**src/rtl/word_transmitter_if.sv**
```systemverilog
// ============================================================================
// Module      : word_transmitter_if
// Description : Character stream (X / XValid / XReady) between transmitter and sink.
// Revision    : 1.0
// ============================================================================
`default_nettype none

interface word_transmitter_if;
    logic [7:0] X;
    logic       XValid;
    logic       XReady;

    modport master (
        output X,
        output XValid,
        input  XReady
    );

    modport slave (
        input  X,
        input  XValid,
        output XReady
    );
endinterface

`default_nettype wire

```
**src/rtl/word_transmitter.sv**
```systemverilog
// ============================================================================
// Module      : word_transmitter
// Description : Sends one of three stored words, byte-serially, plus optional separator.
// Revision    : 1.0
// ============================================================================
`default_nettype none

module word_transmitter #(
    parameter logic [63:0] W1       = {16'h0000, "HASHES"},
    parameter int          W1_LEN   = 6,
    parameter logic [63:0] W2       = {8'h00, "STRINGS"},
    parameter int          W2_LEN   = 7,
    parameter logic [63:0] W3       = {8'h00, "SIGNALS"},
    parameter int          W3_LEN   = 7,
    parameter int          SEND_SEP = 1,
    parameter logic [7:0]  SEP_CHAR = 8'h20
) (
    input  wire logic       Clock,
    input  wire logic       Reset_n,
    input  wire logic       Start,
    input  wire logic [2:0] Sel,
    word_transmitter_if.master tx,
    output logic            Busy,
    output logic            Done,
    output logic            Err
);

    localparam logic [3:0] c_W1_LEN   = 4'(W1_LEN);
    localparam logic [3:0] c_W2_LEN   = 4'(W2_LEN);
    localparam logic [3:0] c_W3_LEN   = 4'(W3_LEN);
    localparam bit         c_SEND_SEP = (SEND_SEP != 0);

    typedef enum logic [1:0] {
        S_IDLE = 2'd0,
        S_SEND = 2'd1,
        S_SEP  = 2'd2
    } state_t;

    state_t     r_state;
    logic [2:0] r_idx;
    logic [2:0] r_sel;

    logic       w_sel_ok;
    logic [2:0] w_last_idx;
    logic [7:0] w_first_char;
    logic [7:0] w_next_char;

    function automatic logic [3:0] f_len(input logic [2:0] sel);
        logic [3:0] len;
        len = 4'd1;
        case (sel)
            3'b100:  len = c_W1_LEN;
            3'b010:  len = c_W2_LEN;
            3'b001:  len = c_W3_LEN;
            default: len = 4'd1;
        endcase
        return len;
    endfunction

    // Character idx counts from the left end of the word, so the shift is taken
    // from the word length rather than from the 64-bit container width.
    function automatic logic [7:0] f_char(input logic [2:0] sel, input logic [2:0] idx);
        logic [63:0] word;
        logic [3:0]  pos;
        logic [5:0]  sh;
        case (sel)
            3'b100:  word = W1;
            3'b010:  word = W2;
            3'b001:  word = W3;
            default: word = 64'd0;
        endcase
        pos  = f_len(sel) - 4'd1 - {1'b0, idx};
        sh   = {pos[2:0], 3'b000};
        word = word >> sh;
        return word[7:0];
    endfunction

    always_comb begin
        w_sel_ok = 1'b0;
        case (Sel)
            3'b100, 3'b010, 3'b001: w_sel_ok = 1'b1;
            default:                w_sel_ok = 1'b0;
        endcase
    end

    logic [3:0] w_len_latched;
    assign w_len_latched = f_len(r_sel) - 4'd1;
    assign w_last_idx    = w_len_latched[2:0];
    assign w_first_char  = f_char(Sel, 3'd0);
    assign w_next_char   = f_char(r_sel, r_idx + 3'd1);

    always_ff @(posedge Clock or negedge Reset_n) begin
        if (!Reset_n) begin
            r_state   <= S_IDLE;
            r_idx     <= 3'd0;
            r_sel     <= 3'd0;
            tx.X      <= 8'h00;
            tx.XValid <= 1'b0;
            Busy      <= 1'b0;
            Done      <= 1'b0;
            Err       <= 1'b0;
        end else begin
            Done <= 1'b0;
            Err  <= 1'b0;
            case (r_state)
                S_IDLE: begin
                    if (Start) begin
                        if (w_sel_ok) begin
                            r_sel     <= Sel;
                            r_idx     <= 3'd0;
                            tx.X      <= w_first_char;
                            tx.XValid <= 1'b1;
                            Busy      <= 1'b1;
                            r_state   <= S_SEND;
                        end else begin
                            Err <= 1'b1;
                        end
                    end
                end

                S_SEND: begin
                    if (tx.XReady) begin
                        if (r_idx != w_last_idx) begin
                            r_idx <= r_idx + 3'd1;
                            tx.X  <= w_next_char;
                        end else if (c_SEND_SEP) begin
                            tx.X    <= SEP_CHAR;
                            r_state <= S_SEP;
                        end else begin
                            r_state   <= S_IDLE;
                            r_idx     <= 3'd0;
                            tx.X      <= 8'h00;
                            tx.XValid <= 1'b0;
                            Busy      <= 1'b0;
                            Done      <= 1'b1;
                        end
                    end
                end

                S_SEP: begin
                    if (tx.XReady) begin
                        r_state   <= S_IDLE;
                        r_idx     <= 3'd0;
                        tx.X      <= 8'h00;
                        tx.XValid <= 1'b0;
                        Busy      <= 1'b0;
                        Done      <= 1'b1;
                    end
                end

                default: begin
                    r_state   <= S_IDLE;
                    r_idx     <= 3'd0;
                    tx.X      <= 8'h00;
                    tx.XValid <= 1'b0;
                    Busy      <= 1'b0;
                end
            endcase
        end
    end

endmodule

`default_nettype wire

```
**src/flat_wrapper.sv**
```systemverilog
// flat-port wrapper written by rule: the top's interface ports become plain ports
module word_transmitter_flat 
#(
    parameter logic [63:0] W1       = {16'h0000, "      "},
    parameter int          W1_LEN   = 6,
    parameter logic [63:0] W2       = {8'h00, "       "},
    parameter int          W2_LEN   = 7,
    parameter logic [63:0] W3       = {8'h00, "       "},
    parameter int          W3_LEN   = 7,
    parameter int          SEND_SEP = 1,
    parameter logic [7:0]  SEP_CHAR = 8'h20
)
  (Clock, Reset_n, Start, Sel, Busy, Done, Err, tx_X, tx_XValid, tx_XReady);
  word_transmitter_if tx_i ();
  input  wire logic Clock;
  input  wire logic Reset_n;
  input  wire logic Start;
  input  wire logic [2:0] Sel;
  output logic Busy;
  output logic Done;
  output logic Err;
  output wire logic [$bits(tx_i.X)-1:0] tx_X;
  output wire logic [$bits(tx_i.XValid)-1:0] tx_XValid;
  input wire logic [$bits(tx_i.XReady)-1:0] tx_XReady;
  assign tx_X = tx_i.X;
  assign tx_XValid = tx_i.XValid;
  assign tx_i.XReady = tx_XReady;
  word_transmitter #(.W1(W1), .W1_LEN(W1_LEN), .W2(W2), .W2_LEN(W2_LEN), .W3(W3), .W3_LEN(W3_LEN), .SEND_SEP(SEND_SEP), .SEP_CHAR(SEP_CHAR)) u_core (.Clock(Clock), .Reset_n(Reset_n), .Start(Start), .Sel(Sel), .tx(tx_i), .Busy(Busy), .Done(Done), .Err(Err));
endmodule
```
**config.mk**
```make
export PLATFORM = sky130hd
export DESIGN_NAME = word_transmitter_flat
export DESIGN_NICKNAME = d
export VERILOG_FILES = /design/src/rtl/word_transmitter_if.sv /design/src/rtl/word_transmitter.sv /design/src/flat_wrapper.sv
export SDC_FILE = /design/constraint.sdc
export NUM_CORES = 1
export LEC_CHECK = 0
export ABC_CLOCK_PERIOD_IN_PS = 2600
export CAP_MARGIN = 20
export CELL_PAD_IN_SITES_DETAIL_PLACEMENT = 1
export CELL_PAD_IN_SITES_GLOBAL_PLACEMENT = 1
export CORE_MARGIN = 10
export CORE_UTILIZATION = 37
export DETAILED_ROUTE_END_ITERATION = 16
export PLACE_DENSITY_LB_ADDON = 0.1
export SLEW_MARGIN = 20
export SYNTH_ARGS = -nofsm -noshare
export SYNTH_HDL_FRONTEND = slang
export SYNTH_SLANG_ARGS = --single-unit
```
**constraint.sdc**
```tcl
create_clock -name Clock -period 2.6 [get_ports Clock]
set_input_delay 0.65 -clock Clock [delete_from_list [all_inputs] [get_ports Clock]]
set_output_delay 0.65 -clock Clock [all_outputs]
set_load 0.05 [all_outputs]
```
==> impl_metrics.toml, run 1 <==
[status]
status = "complete, no violations"

[setup_path]
slowest_delay_ns = 0.43
r2r-end = "u_core.tx.X[5]$_DFFE_PN0P_"
cp.arrival_ns = 2.39
startpoint_type = "flip-flop"
r2r_slack_ns = 0.36
cp_max_fo = 5
worst-r2r-cell-count = 9
critical_path_buf_inv_count = 0
crit_type = "flip-flop to flip-flop"
cp-end-kind = "flip-flop"
required_ns = 2.75
crit_family = "adder cells"
slowest_stage = "dfrtp_1"
crit_top_cell = "xnor2_1"
path_cells = "nor2_1 -> nand2_1 -> ha_1 -> fa_1 -> xnor2_1 -> xnor2_1 -> nand2b_1 -> a41oi_1 -> a32oi_1"
r2r_start = "u_core.r_sel[1]$_DFFE_PN0P_"

[timing]
slew_headroom_pct = 62.4
fin_skew_ns = 0.00226
setup_ws_ns = 0.361
fin_setup_tns_ns = 0
tightest_slew_ns = 0.562
period_minus_slack_ns = 2.24
setup_viol = 0
rsz0062_at_grt = "false"
fmax_mhz = 447
finalCritPeriodShare_pct = 86.1
timing.final.hold_violations = 0
slew_violations = 0

[place]
place_hpwl_mm = 1.66
io_buffer_count = 11
gp_congestion = 0.786
dpl_worst_slack_ns = 0.201

[floorplan]
ioPinCount = 19
dieArea_um2 = 4640
initial_utilization_pct = 38.7
die_w_um = 68.1
row_count = 17
core_area_um2 = 2210
die_height_um = 68.1

[power_and_ir_drop]
leakage_uw = 0.000423
total_power_uw = 1200
peakVddDrop_uv = 728
p_per_area_nw_per_um2 = 1230

[drt]
vias = 685
drc = 0
avgRoutedWirePerCell_um = 15.6
drt_iter0_markers = 28
firstDrtPassIters = 4
viasPerCell = 5.19
ant_nets = 0
wl_mm = 2.07

[clock_network]
cts_tree = "built"
numCtsBuffers = 3
clk_latency_ns = 0.27
post_cts_buffers = 0
hold_buffers = 0
cts_root_buf = "clkbuf_4"
h-tree-depth = 1
cts-resized-gates = 0
cts_max_path_buffers = 2
cts_sinks = 12
path_clk_slew_ns = 0.08

[layout]
num-nets-final = 116
syn_to_final_growth_pct = 13.9
layout-drive-gt1-share_pct = 11.5
diodes = 0

[yosys]
synth_edf_count = 0
synth_warnings = 0
synth_top_area_cell = "dfrtp_1"
netlist_top_cells_area = "dfrtp_1 35%, buf_4 7.9%, o21ai_0 5.3%, nor2_1 3.9%, inv_1 3.1%"
ys_types = 38
synth_top_cells_by_count = "12 x dfrtp_1, 9 x buf_4, 9 x nor2_1, 9 x o21ai_0"
synth_top_area_share_pct = 35.0
synth_area_um2 = 857
synth_most_common_cell = "dfrtp_1"
ys_ff_latch = 12
synthCells = 93
async_reset_ff_share_pct = 100
yosysSeqAreaShare_pct = 35.0
avgSynthCellArea_um2 = 9.22
synth_top_flop_cell = "dfrtp_1"

[hold_path]
hold_end = "u_core.tx.X[5]$_DFFE_PN0P_"
hold_class = "flip-flop to flip-flop"
min_from = "u_core.tx.X[5]$_DFFE_PN0P_"
min_path_cells = 2

[grt]
grt_max_degree = 13
antenna_found_initial = 0
grt_util_all_layers_pct = 9.59
first_global_vias = 724
grt_overflow = 0
grt_pass1_wl_mm = 3.42

[job]
drv_cap = 0
==> where the power goes <==
group / internal (uW) / leakage, uW / switching (uW)
clock network: 53.6 / 0.0000138 / 64.2
registers: 259 / 0.000148 / 104
logic: 299 / 0.000261 / 421
==> per-stage QoR <==
step,instance area (um^2),util (%),hold slack [ns],std cells
global placement,953,43.1,0.521,129
detailed placement,953,43.1,0.524,129
floorplan,880,-,0.354,99
CTS,976,44.1,0.535,132
finish,976,44.1,0.534,132
global route,976,44.1,0.565,132
==> final cells by class <==
class / instances / area [um^2]
Clock buffer: 3 / 22.5
Fill cell: 274 / 1240
Inverter: 7 / 26.3
Multi-Input combinational cell: 70 / 474
Sequential cell: 12 / 300
Tap cell: 28 / 35.0
Timing Repair Buffer: 12 / 118
==> worst max path at each step <==
stage	startpoint	to	slack, ns	depth (start not counted)
finish	u_core.r_sel[1]$_DFFE_PN0P_	u_core.tx.X[5]$_DFFE_PN0P_	0.36	9
global route	u_core.r_sel[1]$_DFFE_PN0P_	u_core.tx.X[5]$_DFFE_PN0P_	0.26	8
CTS	u_core.r_sel[1]$_DFFE_PN0P_	u_core.tx.X[5]$_DFFE_PN0P_	0.35	9
detailed placement	Sel[0]	u_core.r_idx[0]$_DFFE_PN0P_	0.20	6
global placement	Sel[0]	u_core.r_idx[0]$_DFFE_PN0P_	0.25	6
floorplan	u_core.r_sel[1]$_DFFE_PN0P_	u_core.tx.X[5]$_DFFE_PN0P_	0.53	9
==> kinds of logic (layout without fill, tap and decap cells) <==
logic type / Yosys count / after routing / share of synthesized area (%)
xor+xnor: 4 / 4 / 4.09
fa+ha+maj: 4 / 4 / 6.42
simple gates: 32 / 32 / 20.4
compound gates: 20 / 20 / 17.1
mux: 3 / 3 / 4.23
flops: 12 / 12 / 35.0
other cells: 1 / 7 / 0.438
buf+inv: 17 / 22 / 12.3
==> flip-flops by register name, indices dropped and copies added, names as in the netlist <==
signal,count
u_core.r_sel,3
u_core.Done,1
u_core.r_idx,3
u_core.tx.X,1
u_core.Err,1
u_core.r_state,2
u_core.Busy,1
==> tightest hold or removal path: cells and delay by family (launching register included) <==
| family | cells | cell delay (ns) |
|---|---|---|
| DFF | 1 | 0.39 |
| AOI/OAI and AO/OA | 1 | 0.05 |
| buffers and inverters | 1 | 0.06 |
==> metal layers <==
| metal | up-vias | GRT usage (%) | share of wire [%] |
|---|---|---|---|
| met5 | - | 0 | 0 |
| met4 | 0 | 3.02 | 1.2 |
| met3 | 4 | 2.61 | 3.8 |
| met2 | 10 | 15.5 | 49 |
| met1 | 342 | 12.1 | 45 |
| li1 | 329 | - | - |
==> cells in the final DEF (no fill, tap or decap), types with 2 or more instances in the layout <==
master / Yosys / routed
xnor2_1: 2 / 2
conb_1: 1 / 7
nor2b_1: 2 / 2
nand2_1: 7 / 7
nand2b_1: 2 / 2
inv_1: 7 / 7
xor2_1: 2 / 2
clkbuf_4: 0 / 3
a32oi_1: 2 / 2
clkdlybuf4s50_1: 0 / 11
nor2_1: 9 / 9
o21ai_0: 9 / 9
nand3_1: 2 / 2
ha_1: 2 / 2
dfrtp_1: 12 / 12
nor3_1: 2 / 2
No activity file was read; power rests on OpenSTA's default activity.
==> run 2: changes to the inputs <==
--- a/config.mk
+++ b/config.mk
@@ -6,13 +6,14 @@
 export NUM_CORES = 1
 export LEC_CHECK = 0
 export ABC_CLOCK_PERIOD_IN_PS = 2600
-export CAP_MARGIN = 20
+export CAP_MARGIN = 10
 export CELL_PAD_IN_SITES_DETAIL_PLACEMENT = 1
 export CELL_PAD_IN_SITES_GLOBAL_PLACEMENT = 1
 export CORE_MARGIN = 10
 export CORE_UTILIZATION = 37
 export DETAILED_ROUTE_END_ITERATION = 16
 export PLACE_DENSITY_LB_ADDON = 0.1
+export REMOVE_ABC_BUFFERS = 1
 export SLEW_MARGIN = 20
 export SYNTH_ARGS = -nofsm -noshare
 export SYNTH_HDL_FRONTEND = slang
==> impl_metrics.toml, run 2 (synthesized netlist as in run 1, its figures left out) <==
[layout]
top_regs = "u_core.r_idx (3), u_core.r_sel (3), u_core.r_state (2)"
num-nets-final = 116
fillers = 277
layout-drive-gt1-share_pct = 12.4
mostFrequentLayoutCells = "12 x dfrtp_1, 11 x clkdlybuf4s50_1, 9 x nor2_1, 9 x o21ai_0"
diodes = 0
layout_commonest_cell = "dfrtp_1"
syn_to_final_growth_pct = 15.5
final_core_util_pct = 44.7

[setup_path]
startpoint_type = "flip-flop"
slowest_delay_ns = 0.43
required_ns = 2.76
crit_family = "adder cells"
r2r_slack_ns = 0.42
crit_type = "flip-flop to flip-flop"
cp.arrival_ns = 2.34
critical_path_buf_inv_count = 0
cp_max_fo = 5
crit_top_cell = "xnor2_1"
path_cells = "nor2_1 -> nand2_1 -> ha_1 -> fa_1 -> xnor2_1 -> xnor2_1 -> nand2b_1 -> a41oi_1 -> a32oi_1"
cp-end-kind = "flip-flop"
slowest_stage = "dfrtp_1"

[timing]
fin_setup_tns_ns = 0
setup_viol = 0
fmax_mhz = 460
setup_ws_ns = 0.424
slew_headroom_pct = 62.4
fin_hold_ws_ns = 0.522
period_minus_slack_ns = 2.18
slew_violations = 0
rsz0062_at_grt = "false"
finalCritPeriodShare_pct = 83.7
fin_skew_ns = 0.00287
tightest_slew_ns = 0.563
timing.final.hold_violations = 0

[floorplan]
core_area_um2 = 2210
die_height_um = 68.1
ioPinCount = 19
die_w_um = 68.1
row_count = 17
dieArea_um2 = 4640
initial_utilization_pct = 38.7

[place]
dpl_worst_slack_ns = 0.205
io_buffer_count = 11
gp_congestion = 0.743
place_hpwl_mm = 1.62

[clock_network]
cts_sinks = 12
hold_buffers = 0
clk_latency_ns = 0.28
post_cts_buffers = 0
cts_tree = "built"
path_clk_slew_ns = 0.08
numCtsBuffers = 3
h-tree-depth = 1
cts-resized-gates = 0
cts_max_path_buffers = 2
cts_root_buf = "clkbuf_4"

[hold_path]
hold_class = "flip-flop to flip-flop"

[status]
status = "complete, no violations"

[drt]
drt_iter0_markers = 18
ant_nets = 0
wl_mm = 2.04
vias = 675
avgRoutedWirePerCell_um = 15.3
drc = 0
viasPerCell = 5.08
firstDrtPassIters = 4

[power_and_ir_drop]
leakage_uw = 0.000430
peakVddDrop_uv = 877
p_per_area_nw_per_um2 = 1240

[grt]
grt_max_degree = 13
antenna_found_initial = 0
grt_pass1_wl_mm = 3.49
grt_util_all_layers_pct = 10.1
first_global_vias = 726
grt_overflow = 0

[job]
drv_cap = 0
[run 2: changes by cell type in the layout (fill, tap and decap cells not counted)]
cell      delta
clkbuf_8     +1
[run 2: path summary, 6_finish.rpt]
path | endpoint | cells past startpoint | from
worst min register to register | u_core.tx.X[5]$_DFFE_PN0P_ | 2 | u_core.tx.X[5]$_DFFE_PN0P_
worst max register to register | u_core.tx.X[5]$_DFFE_PN0P_ | 9 | u_core.r_sel[1]$_DFFE_PN0P_
worst max-delay path | u_core.tx.X[5]$_DFFE_PN0P_ | 9 | u_core.r_sel[1]$_DFFE_PN0P_
max in group asynchronous | u_core.Err$_DFF_PN0_ | 1 | Reset_n
worst min-delay path | u_core.tx.X[5]$_DFFE_PN0P_ | 2 | u_core.tx.X[5]$_DFFE_PN0P_
min in group asynchronous | u_core.r_idx[0]$_DFFE_PN0P_ | 1 | Reset_n
[run 2: per-layer routing]
metal,global-route usage [%],wire length [um],vias up
met2,14.9,892,17
li1,-,-,330
met3,4.40,155,3
met5,0,0,-
met4,5.28,36,0
met1,12.3,951,325
[run 2: worst reg2reg max path, cell delays in order, from the launching register on]
cell      delay, ns
dfrtp_1        0.43
nor2_1         0.15
nand2_1        0.07
ha_1           0.21
fa_1           0.38
xnor2_1        0.19
xnor2_1        0.14
nand2b_1       0.11
a41oi_1        0.24
a32oi_1        0.13
[run 2: final cells by class]
| cell class | count | area (um^2) | share of cell area [%] |
|---|---|---|---|
| Sequential cell | 12 | 300 | 30.3 |
| Multi-Input combinational cell | 70 | 474 | 47.9 |
| Timing Repair Buffer | 12 | 118 | 11.9 |
| Clock buffer | 4 | 36.3 | 3.67 |
| Tap cell | 28 | 35.0 | 3.54 |
| Inverter | 7 | 26.3 | 2.65 |
[run 2: metrics by stage]
| stage | power [uW] | std cells | cell area [um^2] |
|---|---|---|---|
| after global placement | 1070 | 129 | 953 |
| after floorplan | 875 | 89 | 801 |
| after CTS | 1250 | 133 | 990 |
| after detailed placement | 1080 | 129 | 953 |
| final | 1230 | 133 | 990 |
| after global routing | 1340 | 133 | 990 |
[run 2: power breakdown]
part           switching (uW)  internal [uW]
registers                 103            259
logic                     417            298
clock network            68.0           85.4
==> run 3: changes to the inputs <==
--- a/config.mk
+++ b/config.mk
@@ -5,12 +5,12 @@
 export SDC_FILE = /design/constraint.sdc
 export NUM_CORES = 1
 export LEC_CHECK = 0
-export ABC_CLOCK_PERIOD_IN_PS = 2600
+export ABC_CLOCK_PERIOD_IN_PS = 1980
 export CAP_MARGIN = 10
 export CELL_PAD_IN_SITES_DETAIL_PLACEMENT = 1
 export CELL_PAD_IN_SITES_GLOBAL_PLACEMENT = 1
 export CORE_MARGIN = 10
-export CORE_UTILIZATION = 37
+export CORE_UTILIZATION = 33
 export DETAILED_ROUTE_END_ITERATION = 16
 export PLACE_DENSITY_LB_ADDON = 0.1
 export REMOVE_ABC_BUFFERS = 1
==> constraint.sdc (replaced) <==
create_clock -name Clock -period 1.98 [get_ports Clock]
set_input_delay 0.495 -clock Clock [delete_from_list [all_inputs] [get_ports Clock]]
set_output_delay 0.495 -clock Clock [all_outputs]
set_load 0.05 [all_outputs]
==> impl_metrics.toml, run 3 (synthesized netlist as in run 1, its figures left out) <==
[grt]
grt_max_degree = 13
grt_util_all_layers_pct = 9.96
antenna_found_initial = 0
first_global_vias = 885
grt_pass1_wl_mm = 4.13
grt_overflow = 0

[power_and_ir_drop]
leakage_uw = 0.000545
peakVddDrop_uv = 755
p_per_area_nw_per_um2 = 1650
total_power_uw = 1960

[timing]
fin_skew_ns = 0.00521
finalCritPeriodShare_pct = 98.3
slew_violations = 0
tightest_slew_ns = 0.556
period_minus_slack_ns = 1.95
rsz0062_at_grt = "true"
timing.final.hold_violations = 0
setup_viol = 0
fin_setup_tns_ns = 0
setup_ws_ns = 0.0336
slew_headroom_pct = 62.8
fmax_mhz = 514

[drt]
ant_nets = 0
wl_mm = 2.35
avgRoutedWirePerCell_um = 15.0
viasPerCell = 4.92
firstDrtPassIters = 4
drc = 0
drt_iter0_markers = 36
vias = 767

[floorplan]
ioPinCount = 19
initial_utilization_pct = 34.6
core_area_um2 = 2480
row_count = 18
dieArea_um2 = 5040
die_height_um = 71.0
die_w_um = 71.0

[clock_network]
clk_latency_ns = 0.28
path_clk_slew_ns = 0.08
cts_max_path_buffers = 2
cts_sinks = 12
numCtsBuffers = 3
h-tree-depth = 1
cts_tree = "built"
cts_root_buf = "clkbuf_4"

[place]
gp_congestion = 0.789
dpl_worst_slack_ns = -0.177
place_hpwl_mm = 1.87
dp_cells = 147
io_buffer_count = 11

[hold_path]
hold_end = "u_core.tx.X[5]$_DFFE_PN0P_"
min_path_cells = 2
min_from = "u_core.tx.X[5]$_DFFE_PN0P_"
hold_class = "flip-flop to flip-flop"

[layout]
diodes = 0
layout_commonest_cell = "buf_4"
syn_to_final_growth_pct = 38.1
layout-drive-gt1-share_pct = 38.1
mostFrequentLayoutCells = "26 x buf_4, 12 x dfrtp_1, 8 x nor2_1, 8 x o21ai_0"
num-nets-final = 137
top_regs = "u_core.r_idx (3), u_core.r_sel (3), u_core.r_state (2)"
final_cell_count_no_fill = 156
final_core_util_pct = 47.8

[setup_path]
worst-r2r-cell-count = 9
cp_max_fo = 2
required_ns = 2.14
r2r_start = "u_core.r_sel[0]$_DFFE_PN0P_"
r2r_slack_ns = 0.03
crit_type = "flip-flop to flip-flop"
r2r-end = "u_core.tx.X[5]$_DFFE_PN0P_"
cp.arrival_ns = 2.10
startpoint_type = "flip-flop"
cp-end-kind = "flip-flop"

[status]
status = "complete, no violations"

[job]
drv_cap = 0
## run 3: cell types whose count changed in the layout (fill, tap and decap cells not counted), sizes merged
cell / previous run / this run
clkdlybuf4s50: 11 / 6
buf: 1 / 27
## run 3: layer usage
| layer | vias up | track usage, % | routed length (um) |
|---|---|---|---|
| li1 | 370 | - | - |
| met1 | 373 | 11.3 | 1040 |
| met2 | 17 | 16.7 | 1140 |
| met3 | 7 | 2.23 | 92 |
| met4 | 0 | 5.59 | 69 |
| met5 | - | 0 | 0 |
## run 3: cell type report
class / count / area [um^2]
clock buffer: 4 / 36.3
multi-input combinational: 70 / 517
tap: 30 / 37.5
fill: 301 / 1290
inverter: 7 / 26.3
timing repair buffer: 33 / 267
sequential: 12 / 300
## run 3: worst max path at each step
stage,start,endpoint,slack [ns],cells past startpoint
after floorplan,u_core.r_sel[1]$_DFFE_PN0P_,u_core.tx.X[5]$_DFFE_PN0P_,-0.09,9
after CTS,u_core.r_sel[0]$_DFFE_PN0P_,u_core.tx.X[5]$_DFFE_PN0P_,-0.02,9
after global placement,Sel[2],u_core.r_idx[0]$_DFFE_PN0P_,-0.17,6
final,u_core.r_sel[0]$_DFFE_PN0P_,u_core.tx.X[5]$_DFFE_PN0P_,0.03,9
after detailed placement,Sel[2],u_core.r_idx[1]$_DFFE_PN0P_,-0.18,7
after global routing,u_core.r_sel[0]$_DFFE_PN0P_,u_core.tx.X[5]$_DFFE_PN0P_,-0.11,9
## run 3: report_power, final
group / switching, uW / total, uW / internal, uW
clock: 90.7 / 203 / 112
combinational: 669 / 1300 / 634
sequential: 111 / 451 / 340
total: 871 / 1960 / 1090
## run 3: critical path: stages, from the launching register on
cell,delay (ns)
dfrtp_1,0.41
buf_6,0.13
xor2_2,0.17
nand2b_1,0.12
fa_2,0.36
xnor2_2,0.14
xnor2_1,0.15
nand2b_1,0.10
o21ai_1,0.14
a32oi_1,0.11
## run 3: timing repair
action	4_1_cts	5_1_grt
setup buffers	5	0
pin swaps	8	5
hold buffers	0	0
setup endpoints to repair	1	3
gates resized for setup	8	3
## run 3: stage by stage
stage	instance area, um^2	hold slack [ns]
2_1_floorplan	801	0.199
3_3_place_gp	1060	0.523
3_5_place_dp	1060	0.527
4_1_cts	1170	0.543
5_1_grt	1180	0.578
6_report	1180	0.535
